**config.mk**
```make
export PLATFORM = sky130hd
export DESIGN_NAME = video_sync_gen_flat
export DESIGN_NICKNAME = d
export VERILOG_FILES = /design/src/rtl/video_sync_if.sv /design/src/rtl/video_sync_gen.sv /design/src/flat_wrapper.sv
export SDC_FILE = /design/constraint.sdc
export NUM_CORES = 1
export LEC_CHECK = 0
export BUFFER_PORTS_ARGS = -buffer_cell sky130_fd_sc_hd__buf_2
export CORE_MARGIN = 2
export CORE_UTILIZATION = 62
export CTS_BUF_LIST = sky130_fd_sc_hd__clkbuf_2 sky130_fd_sc_hd__clkbuf_4 sky130_fd_sc_hd__clkbuf_8
export CTS_CLUSTER_SIZE = 8
export DETAILED_ROUTE_END_ITERATION = 6
export PLACE_DENSITY = 0.87
export SLEW_MARGIN = 20
export SYNTH_ARGS = -nofsm -noshare
export SYNTH_HDL_FRONTEND = slang
export SYNTH_SLANG_ARGS = --single-unit
export TNS_END_PERCENT = 20
```
**constraint.sdc**
```tcl
create_clock -name clk100 -period 4.85 [get_ports clk100]
set_input_delay 0.7275 -clock clk100 [delete_from_list [all_inputs] [get_ports clk100]]
set_output_delay 0.7275 -clock clk100 [all_outputs]
set_load 0.02 [all_outputs]
```
**src/rtl/video_sync_if.sv**
```systemverilog
// Timing bundle between the sync generator and the graphics/cartridge blocks.
// The generator owns every signal except the interrupt acknowledge.
interface video_sync_if;
  logic       VBKACK_b;
  logic       MCKR;
  logic       SC_1H, SC_2H, SC_4H, SC_8H, SC_16H, SC_32H, SC_64H, SC_128H, SC_256H;
  logic       SC_1V, SC_2V, SC_4V, SC_8V, SC_16V, SC_32V, SC_64V, SC_128V;
  logic       HBLANK_b, HSYNC, VBLANK_b, VSYNC, VBKINT_b;
  logic       PFHST_b, BUFCLR_b, LMPD_b, NXL_b, NXL_b_star;
  logic [2:0] VRAC;

  modport master (
    input  VBKACK_b,
    output MCKR,
    output SC_1H, SC_2H, SC_4H, SC_8H, SC_16H, SC_32H, SC_64H, SC_128H, SC_256H,
    output SC_1V, SC_2V, SC_4V, SC_8V, SC_16V, SC_32V, SC_64V, SC_128V,
    output HBLANK_b, HSYNC, VBLANK_b, VSYNC, VBKINT_b,
    output PFHST_b, BUFCLR_b, LMPD_b, NXL_b, NXL_b_star, VRAC
  );

  modport slave (
    output VBKACK_b,
    input  MCKR,
    input  SC_1H, SC_2H, SC_4H, SC_8H, SC_16H, SC_32H, SC_64H, SC_128H, SC_256H,
    input  SC_1V, SC_2V, SC_4V, SC_8V, SC_16V, SC_32V, SC_64V, SC_128V,
    input  HBLANK_b, HSYNC, VBLANK_b, VSYNC, VBKINT_b,
    input  PFHST_b, BUFCLR_b, LMPD_b, NXL_b, NXL_b_star, VRAC
  );
endinterface

```
**src/rtl/video_sync_gen.sv**
```systemverilog
// Divides clk100 by 14 into MCKR and runs the 456x262 raster counters.
// All decodes are registered on the MCKR-rise edge from the next H/V values.
module video_sync_gen (
  input  logic          clk100,
  input  logic          reset,
  video_sync_if.master  vs
);
  localparam logic [3:0] CNT_LAST = 4'd13;
  localparam logic [3:0] CNT_TICK = 4'd6;
  localparam logic [3:0] CNT_HIGH = 4'd7;
  localparam logic [8:0] H_LAST   = 9'd455;
  localparam logic [8:0] V_LAST   = 9'd261;

  logic [3:0] cnt_q, cnt_d;
  logic [8:0] h_q, h_d;
  logic [8:0] v_q, v_d;
  logic       tick;

  logic mckr_q, hblank_b_q, hsync_q, vblank_b_q, vsync_q, vbkint_b_q;
  logic pfhst_b_q, bufclr_b_q, lmpd_b_q, nxl_b_q, nxl_b_star_q;

  always_comb begin
    tick  = (cnt_q == CNT_TICK);
    cnt_d = (cnt_q == CNT_LAST) ? 4'd0 : cnt_q + 4'd1;
    h_d   = h_q;
    v_d   = v_q;
    if (tick) begin
      if (h_q == H_LAST) begin
        h_d = '0;
        v_d = (v_q == V_LAST) ? '0 : v_q + 9'd1;
      end else begin
        h_d = h_q + 9'd1;
      end
    end
  end

  always_ff @(posedge clk100 or posedge reset) begin
    if (reset) begin
      cnt_q        <= '0;
      h_q          <= '0;
      v_q          <= '0;
      mckr_q       <= 1'b0;
      hblank_b_q   <= 1'b1;
      hsync_q      <= 1'b0;
      vblank_b_q   <= 1'b1;
      vsync_q      <= 1'b0;
      vbkint_b_q   <= 1'b1;
      pfhst_b_q    <= 1'b1;
      bufclr_b_q   <= 1'b1;
      lmpd_b_q     <= 1'b1;
      nxl_b_q      <= 1'b1;
      nxl_b_star_q <= 1'b1;
    end else begin
      cnt_q  <= cnt_d;
      h_q    <= h_d;
      v_q    <= v_d;
      mckr_q <= (cnt_d >= CNT_HIGH);
      if (tick) begin
        hblank_b_q   <= !(h_d >= 9'd336);
        hsync_q      <= (h_d >= 9'd368) && (h_d <= 9'd399);
        vblank_b_q   <= !(v_d >= 9'd240);
        vsync_q      <= (v_d >= 9'd244) && (v_d <= 9'd246);
        pfhst_b_q    <= !(h_d == 9'd440);
        bufclr_b_q   <= !((h_d >= 9'd344) && (h_d <= 9'd351));
        lmpd_b_q     <= !(h_d[2:0] == 3'd7);
        nxl_b_q      <= !(h_d == 9'd455);
        nxl_b_star_q <= !(h_d == 9'd454);
      end
      // A fresh request at the top of vblank beats a simultaneous acknowledge.
      if (tick && (h_d == 9'd0) && (v_d == 9'd240)) vbkint_b_q <= 1'b0;
      else if (!vs.VBKACK_b)                         vbkint_b_q <= 1'b1;
    end
  end

  assign vs.MCKR    = mckr_q;
  assign vs.SC_1H   = h_q[0];
  assign vs.SC_2H   = h_q[1];
  assign vs.SC_4H   = h_q[2];
  assign vs.SC_8H   = h_q[3];
  assign vs.SC_16H  = h_q[4];
  assign vs.SC_32H  = h_q[5];
  assign vs.SC_64H  = h_q[6];
  assign vs.SC_128H = h_q[7];
  assign vs.SC_256H = h_q[8];
  assign vs.SC_1V   = v_q[0];
  assign vs.SC_2V   = v_q[1];
  assign vs.SC_4V   = v_q[2];
  assign vs.SC_8V   = v_q[3];
  assign vs.SC_16V  = v_q[4];
  assign vs.SC_32V  = v_q[5];
  assign vs.SC_64V  = v_q[6];
  assign vs.SC_128V = v_q[7];
  assign vs.VRAC    = h_q[3:1];

  assign vs.HBLANK_b   = hblank_b_q;
  assign vs.HSYNC      = hsync_q;
  assign vs.VBLANK_b   = vblank_b_q;
  assign vs.VSYNC      = vsync_q;
  assign vs.VBKINT_b   = vbkint_b_q;
  assign vs.PFHST_b    = pfhst_b_q;
  assign vs.BUFCLR_b   = bufclr_b_q;
  assign vs.LMPD_b     = lmpd_b_q;
  assign vs.NXL_b      = nxl_b_q;
  assign vs.NXL_b_star = nxl_b_star_q;

  // V[8] only feeds the wrap and decodes; it has no pin of its own.
endmodule

```
**src/flat_wrapper.sv**
```systemverilog
// flat-port wrapper written by rule: the top's interface ports become plain ports
module video_sync_gen_flat 
  (clk100, reset, vs_VBKACK_b, vs_MCKR, vs_SC_1H, vs_SC_2H, vs_SC_4H, vs_SC_8H, vs_SC_16H, vs_SC_32H, vs_SC_64H, vs_SC_128H, vs_SC_256H, vs_SC_1V, vs_SC_2V, vs_SC_4V, vs_SC_8V, vs_SC_16V, vs_SC_32V, vs_SC_64V, vs_SC_128V, vs_HBLANK_b, vs_HSYNC, vs_VBLANK_b, vs_VSYNC, vs_VBKINT_b, vs_PFHST_b, vs_BUFCLR_b, vs_LMPD_b, vs_NXL_b, vs_NXL_b_star, vs_VRAC);
  video_sync_if vs_i ();
  input  logic clk100;
  input  logic reset;
  input wire logic [$bits(vs_i.VBKACK_b)-1:0] vs_VBKACK_b;
  output wire logic [$bits(vs_i.MCKR)-1:0] vs_MCKR;
  output wire logic [$bits(vs_i.SC_1H)-1:0] vs_SC_1H;
  output wire logic [$bits(vs_i.SC_2H)-1:0] vs_SC_2H;
  output wire logic [$bits(vs_i.SC_4H)-1:0] vs_SC_4H;
  output wire logic [$bits(vs_i.SC_8H)-1:0] vs_SC_8H;
  output wire logic [$bits(vs_i.SC_16H)-1:0] vs_SC_16H;
  output wire logic [$bits(vs_i.SC_32H)-1:0] vs_SC_32H;
  output wire logic [$bits(vs_i.SC_64H)-1:0] vs_SC_64H;
  output wire logic [$bits(vs_i.SC_128H)-1:0] vs_SC_128H;
  output wire logic [$bits(vs_i.SC_256H)-1:0] vs_SC_256H;
  output wire logic [$bits(vs_i.SC_1V)-1:0] vs_SC_1V;
  output wire logic [$bits(vs_i.SC_2V)-1:0] vs_SC_2V;
  output wire logic [$bits(vs_i.SC_4V)-1:0] vs_SC_4V;
  output wire logic [$bits(vs_i.SC_8V)-1:0] vs_SC_8V;
  output wire logic [$bits(vs_i.SC_16V)-1:0] vs_SC_16V;
  output wire logic [$bits(vs_i.SC_32V)-1:0] vs_SC_32V;
  output wire logic [$bits(vs_i.SC_64V)-1:0] vs_SC_64V;
  output wire logic [$bits(vs_i.SC_128V)-1:0] vs_SC_128V;
  output wire logic [$bits(vs_i.HBLANK_b)-1:0] vs_HBLANK_b;
  output wire logic [$bits(vs_i.HSYNC)-1:0] vs_HSYNC;
  output wire logic [$bits(vs_i.VBLANK_b)-1:0] vs_VBLANK_b;
  output wire logic [$bits(vs_i.VSYNC)-1:0] vs_VSYNC;
  output wire logic [$bits(vs_i.VBKINT_b)-1:0] vs_VBKINT_b;
  output wire logic [$bits(vs_i.PFHST_b)-1:0] vs_PFHST_b;
  output wire logic [$bits(vs_i.BUFCLR_b)-1:0] vs_BUFCLR_b;
  output wire logic [$bits(vs_i.LMPD_b)-1:0] vs_LMPD_b;
  output wire logic [$bits(vs_i.NXL_b)-1:0] vs_NXL_b;
  output wire logic [$bits(vs_i.NXL_b_star)-1:0] vs_NXL_b_star;
  output wire logic [$bits(vs_i.VRAC)-1:0] vs_VRAC;
  assign vs_i.VBKACK_b = vs_VBKACK_b;
  assign vs_MCKR = vs_i.MCKR;
  assign vs_SC_1H = vs_i.SC_1H;
  assign vs_SC_2H = vs_i.SC_2H;
  assign vs_SC_4H = vs_i.SC_4H;
  assign vs_SC_8H = vs_i.SC_8H;
  assign vs_SC_16H = vs_i.SC_16H;
  assign vs_SC_32H = vs_i.SC_32H;
  assign vs_SC_64H = vs_i.SC_64H;
  assign vs_SC_128H = vs_i.SC_128H;
  assign vs_SC_256H = vs_i.SC_256H;
  assign vs_SC_1V = vs_i.SC_1V;
  assign vs_SC_2V = vs_i.SC_2V;
  assign vs_SC_4V = vs_i.SC_4V;
  assign vs_SC_8V = vs_i.SC_8V;
  assign vs_SC_16V = vs_i.SC_16V;
  assign vs_SC_32V = vs_i.SC_32V;
  assign vs_SC_64V = vs_i.SC_64V;
  assign vs_SC_128V = vs_i.SC_128V;
  assign vs_HBLANK_b = vs_i.HBLANK_b;
  assign vs_HSYNC = vs_i.HSYNC;
  assign vs_VBLANK_b = vs_i.VBLANK_b;
  assign vs_VSYNC = vs_i.VSYNC;
  assign vs_VBKINT_b = vs_i.VBKINT_b;
  assign vs_PFHST_b = vs_i.PFHST_b;
  assign vs_BUFCLR_b = vs_i.BUFCLR_b;
  assign vs_LMPD_b = vs_i.LMPD_b;
  assign vs_NXL_b = vs_i.NXL_b;
  assign vs_NXL_b_star = vs_i.NXL_b_star;
  assign vs_VRAC = vs_i.VRAC;
  video_sync_gen u_core (.clk100(clk100), .reset(reset), .vs(vs_i));
endmodule
```
==> metrics <==
Min-Delay Path Class=input pin to asynchronous set/reset pin; Final Setup Violations=0; dpl hpwl=3090 um; Worst-Margin Slew=0.592 ns; register area share after synthesis=43.2%; Final Slew Violations=0; Post-Synth Adder-Cell Area=1.94%; PD cells=207 nW/um2; global-route wire length before repair=6910 um; die height=59.8 um; Max stage delay on crit path=approximately 0.73 ns; WP depth=6; Setup crit start kind=flop; Distinct cells, synth=56; Synth Flop Type=dfrtp_1; setup TNS=0 ns; Antenna diodes=0; Chip Width=between 50 and 60 um; Remaining DRCs=0; Vias=1,624; global route total overflow=0; Ports=34; layout cell share with drive strength beyond 1=around a third; initial core utilization=between 60% and 70%; Clk pin slew, worst setup/hold paths=~0.10 ns; Total Power Consumption=0.434 mW; R2R cell count=6; Crit. End Element=flop; top sig layer=met4; kind of critical path=flop to flop; clock skew=around 0.013 ns; Crit-path slowest cell=nor4_2; CP Buf/Inv Count=0; Gate Count Post-Synth=195; Synth Area per Inst=9.91 um2; fin crit period=just under 3 ns; setup slack, reg-to-reg=1.91 ns; Synth async-reset ratio=100%; crit-path cells=nand4bb_2, nor4_2, or3_1, or4b_1, nor4_1, a41oi_1; DRT Wirelength=roughly 4200 um; routed wire length per instance=roughly 16 um; FP Rows=20; Leak=1.02 nW; Critical path origin=u_core.cnt_q[0]; Post-Synth XOR/XNOR Area=4.53%; Critical R2R Capture=u_core.vs.VBKINT_b; antenna violations before repair=0; Fin. Hold Viols=0; vias in the first global route=approximately 1,500; multiplexer share of the synthesized area=2.20%; Peak supply drop=around 0.16 mV; simple-gate area share of the yosys netlist=a little over a quarter; CTS resizes=0; R2R Path Start=u_core.cnt_q[0]; met3 wire len=213 um; die area=3580 um2; fmax=340 MHz; TritonRoute pass-1 iters=4; Port Buffer Count=33; Worst-Skew Late Latency=0.34 ns; Slew headroom=60.2%; Compound-Gate Fraction of Synth Area=13.5%; largest family of logic cells by synthesized area=simple AND/OR/NAND/NOR gates; crit path DAT=3.20 ns; Placed Area=~2000 um2; initial DRC count=96; synth warn=0; TritonCTS clock tree=built; Max Cap Violations=0; Mapped Nets=201; pin count of the biggest net entering global routing=34; Core Region=3000 um2; Clock Tree Root=clkbuf_4; Final ANT Viol Nets=0; unrepaired setup endpoints after global routing=no; Yosys reg bits=33; CP max FO=22; Nets=231; Sink Count=33; Via density=6.27; Layout area overhead=8.74%; H-tree depth=2; CP required=5.11 ns; GRT Util Overall=26.5%; met2 WL post-DR=1980 um; # hold bufs at CTS=0; WL met1=1950 um; outcome=finished, final reports clean; buffer count from post-CTS setup fixing=0; EDFF count, synth=0; Mapped Area=1930 um2; crit-path leading delay family=simple AND/OR/NAND/NOR gates; CTS buffer count=5; worst-case clock buffer depth=2; Routability Congestion=0.908; Finished Cell Area=2100 um2; Final Cycle Share=60.7%
[cells in the mapped netlist (2+ instances only)]
cell | n | share of area (%)
and2_1 | 2 | 0.65
a21oi_1 | 6 | 1.6
o41ai_1 | 2 | 0.91
nor3_2 | 2 | 1.0
o31ai_1 | 2 | 0.78
inv_1 | 9 | 1.7
a41o_1 | 2 | 1.0
and3_2 | 2 | 0.78
nand2_1 | 21 | 4.1
buf_6 | 3 | 1.7
clkbuf_8 | 3 | 2.1
mux2_2 | 2 | 1.2
dfrtp_1 | 25 | 32
and2_2 | 2 | 0.78
a41oi_1 | 2 | 0.91
a2bb2oi_1 | 2 | 0.91
and4_2 | 2 | 1.0
or3_1 | 2 | 0.65
xor2_1 | 5 | 2.3
nor2_1 | 10 | 1.9
o21ai_0 | 10 | 2.6
nor3_1 | 9 | 2.3
nand3_1 | 7 | 1.8
dfstp_2 | 8 | 11
ha_1 | 3 | 1.9
mux2i_1 | 2 | 1.0
and3_1 | 3 | 0.97
a21o_2 | 3 | 1.4
buf_4 | 4 | 1.6
or4_4 | 2 | 1.2
nor4_1 | 6 | 1.9
xnor2_1 | 5 | 2.3
nand2b_1 | 4 | 1.3
[report_power, final]
part / internal, mW / switching, mW / total (mW)
logic: 0.00126 / 0.00519 / 0.00645
clock network: 0.0607 / 0.0917 / 0.152
registers: 0.275 / 0.0000000000000000160 / 0.275
total: 0.337 / 0.0969 / 0.434
[final cells by class]
cell class	count	area (um2)
Multi-Input combinational cell	141	956
Timing Repair Buffer	35	180
Inverter	9	33.8
Clock inverter	2	10.0
Clock buffer	6	45.0
Tap cell	33	41.3
Fill cell	249	901
Sequential cell	33	836
[registers in the layout, indices dropped and copies added (netlist names)]
name	count
u_core.cnt_q	4
u_core.h_q	9
u_core.v_q	9
u_core.vs.BUFCLR_b	1
u_core.vs.HBLANK_b	1
u_core.vs.HSYNC	1
u_core.vs.LMPD_b	1
u_core.vs.MCKR	1
u_core.vs.NXL_b	1
u_core.vs.NXL_b_star	1
u_core.vs.PFHST_b	1
u_core.vs.VBKINT_b	1
u_core.vs.VBLANK_b	1
u_core.vs.VSYNC	1
[stage by stage]
step / hold WS [ns] / std cells / util (%) / setup WS, ns
after global routing: 0.498 / 259 / 70.0 / 1.67
after floorplan: 0.503 / 195 / - / 2.30
final: 0.454 / 259 / 70.0 / 1.91
after detailed placement: 0.472 / 251 / 68.2 / 1.96
after global placement: 0.470 / 251 / 68.2 / 2.04
after CTS: 0.458 / 259 / 70.0 / 1.95
[routing by layer]
metal	vias to the layer above	track usage, %
met4	0	8.57
met2	53	40.2
met1	791	37.2
li1	773	-
met5	-	0
met3	7	6.71
[worst reg2reg max path: cells and delay by family, from the launching register on]
family	cells	cell delay [ns]
AO/OA/AOI/OAI	1	0.17
flip-flops	1	0.48
AND/OR/NAND/NOR	5	2.22
[cells in the final DEF, fill, tap and decap left out, types with 2 or more instances in the layout]
cell type and n:
a41o_1 2, a2bb2oi_1 2, and3_2 2, or3_1 2
a21oi_1 6, and3_1 3, buf_2 33, dfstp_2 8
and2_2 2, a21o_2 3, o41ai_1 2, nor4_1 6
o21ai_0 10, nand2b_1 4, ha_1 3, buf_4 2
clkbuf_4 6, clkinv_2 2, and4_2 2, nor3_2 2
inv_1 9, and2_1 2, xnor2_1 5, mux2i_1 2
or4_4 2, nand3_1 7, o31ai_1 2, xor2_1 5
nand2_1 21, nor2_1 10, dfrtp_1 25, a41oi_1 2
nor3_1 9, mux2_2 2
[worst max path at each step]
stage | to | slack, ns
global route | u_core.vs.VBKINT_b | 1.67
finish | u_core.vs.VBKINT_b | 1.91
global placement | u_core.vs.VSYNC | 2.04
floorplan | u_core.vs.VSYNC | 2.30
detailed placement | u_core.vs.VSYNC | 1.96
CTS | u_core.vs.VSYNC | 1.95
[cell families after synthesis]
| logic type | count (synthesis) |
|---|---|
| simple gates | 87 |
| compound gates | 37 |
| flops | 33 |
| buf+inv | 21 |
| xor+xnor | 10 |
| mux | 4 |
| fa+ha+maj | 3 |
Note: power is estimated with default switching activity, not from simulation.
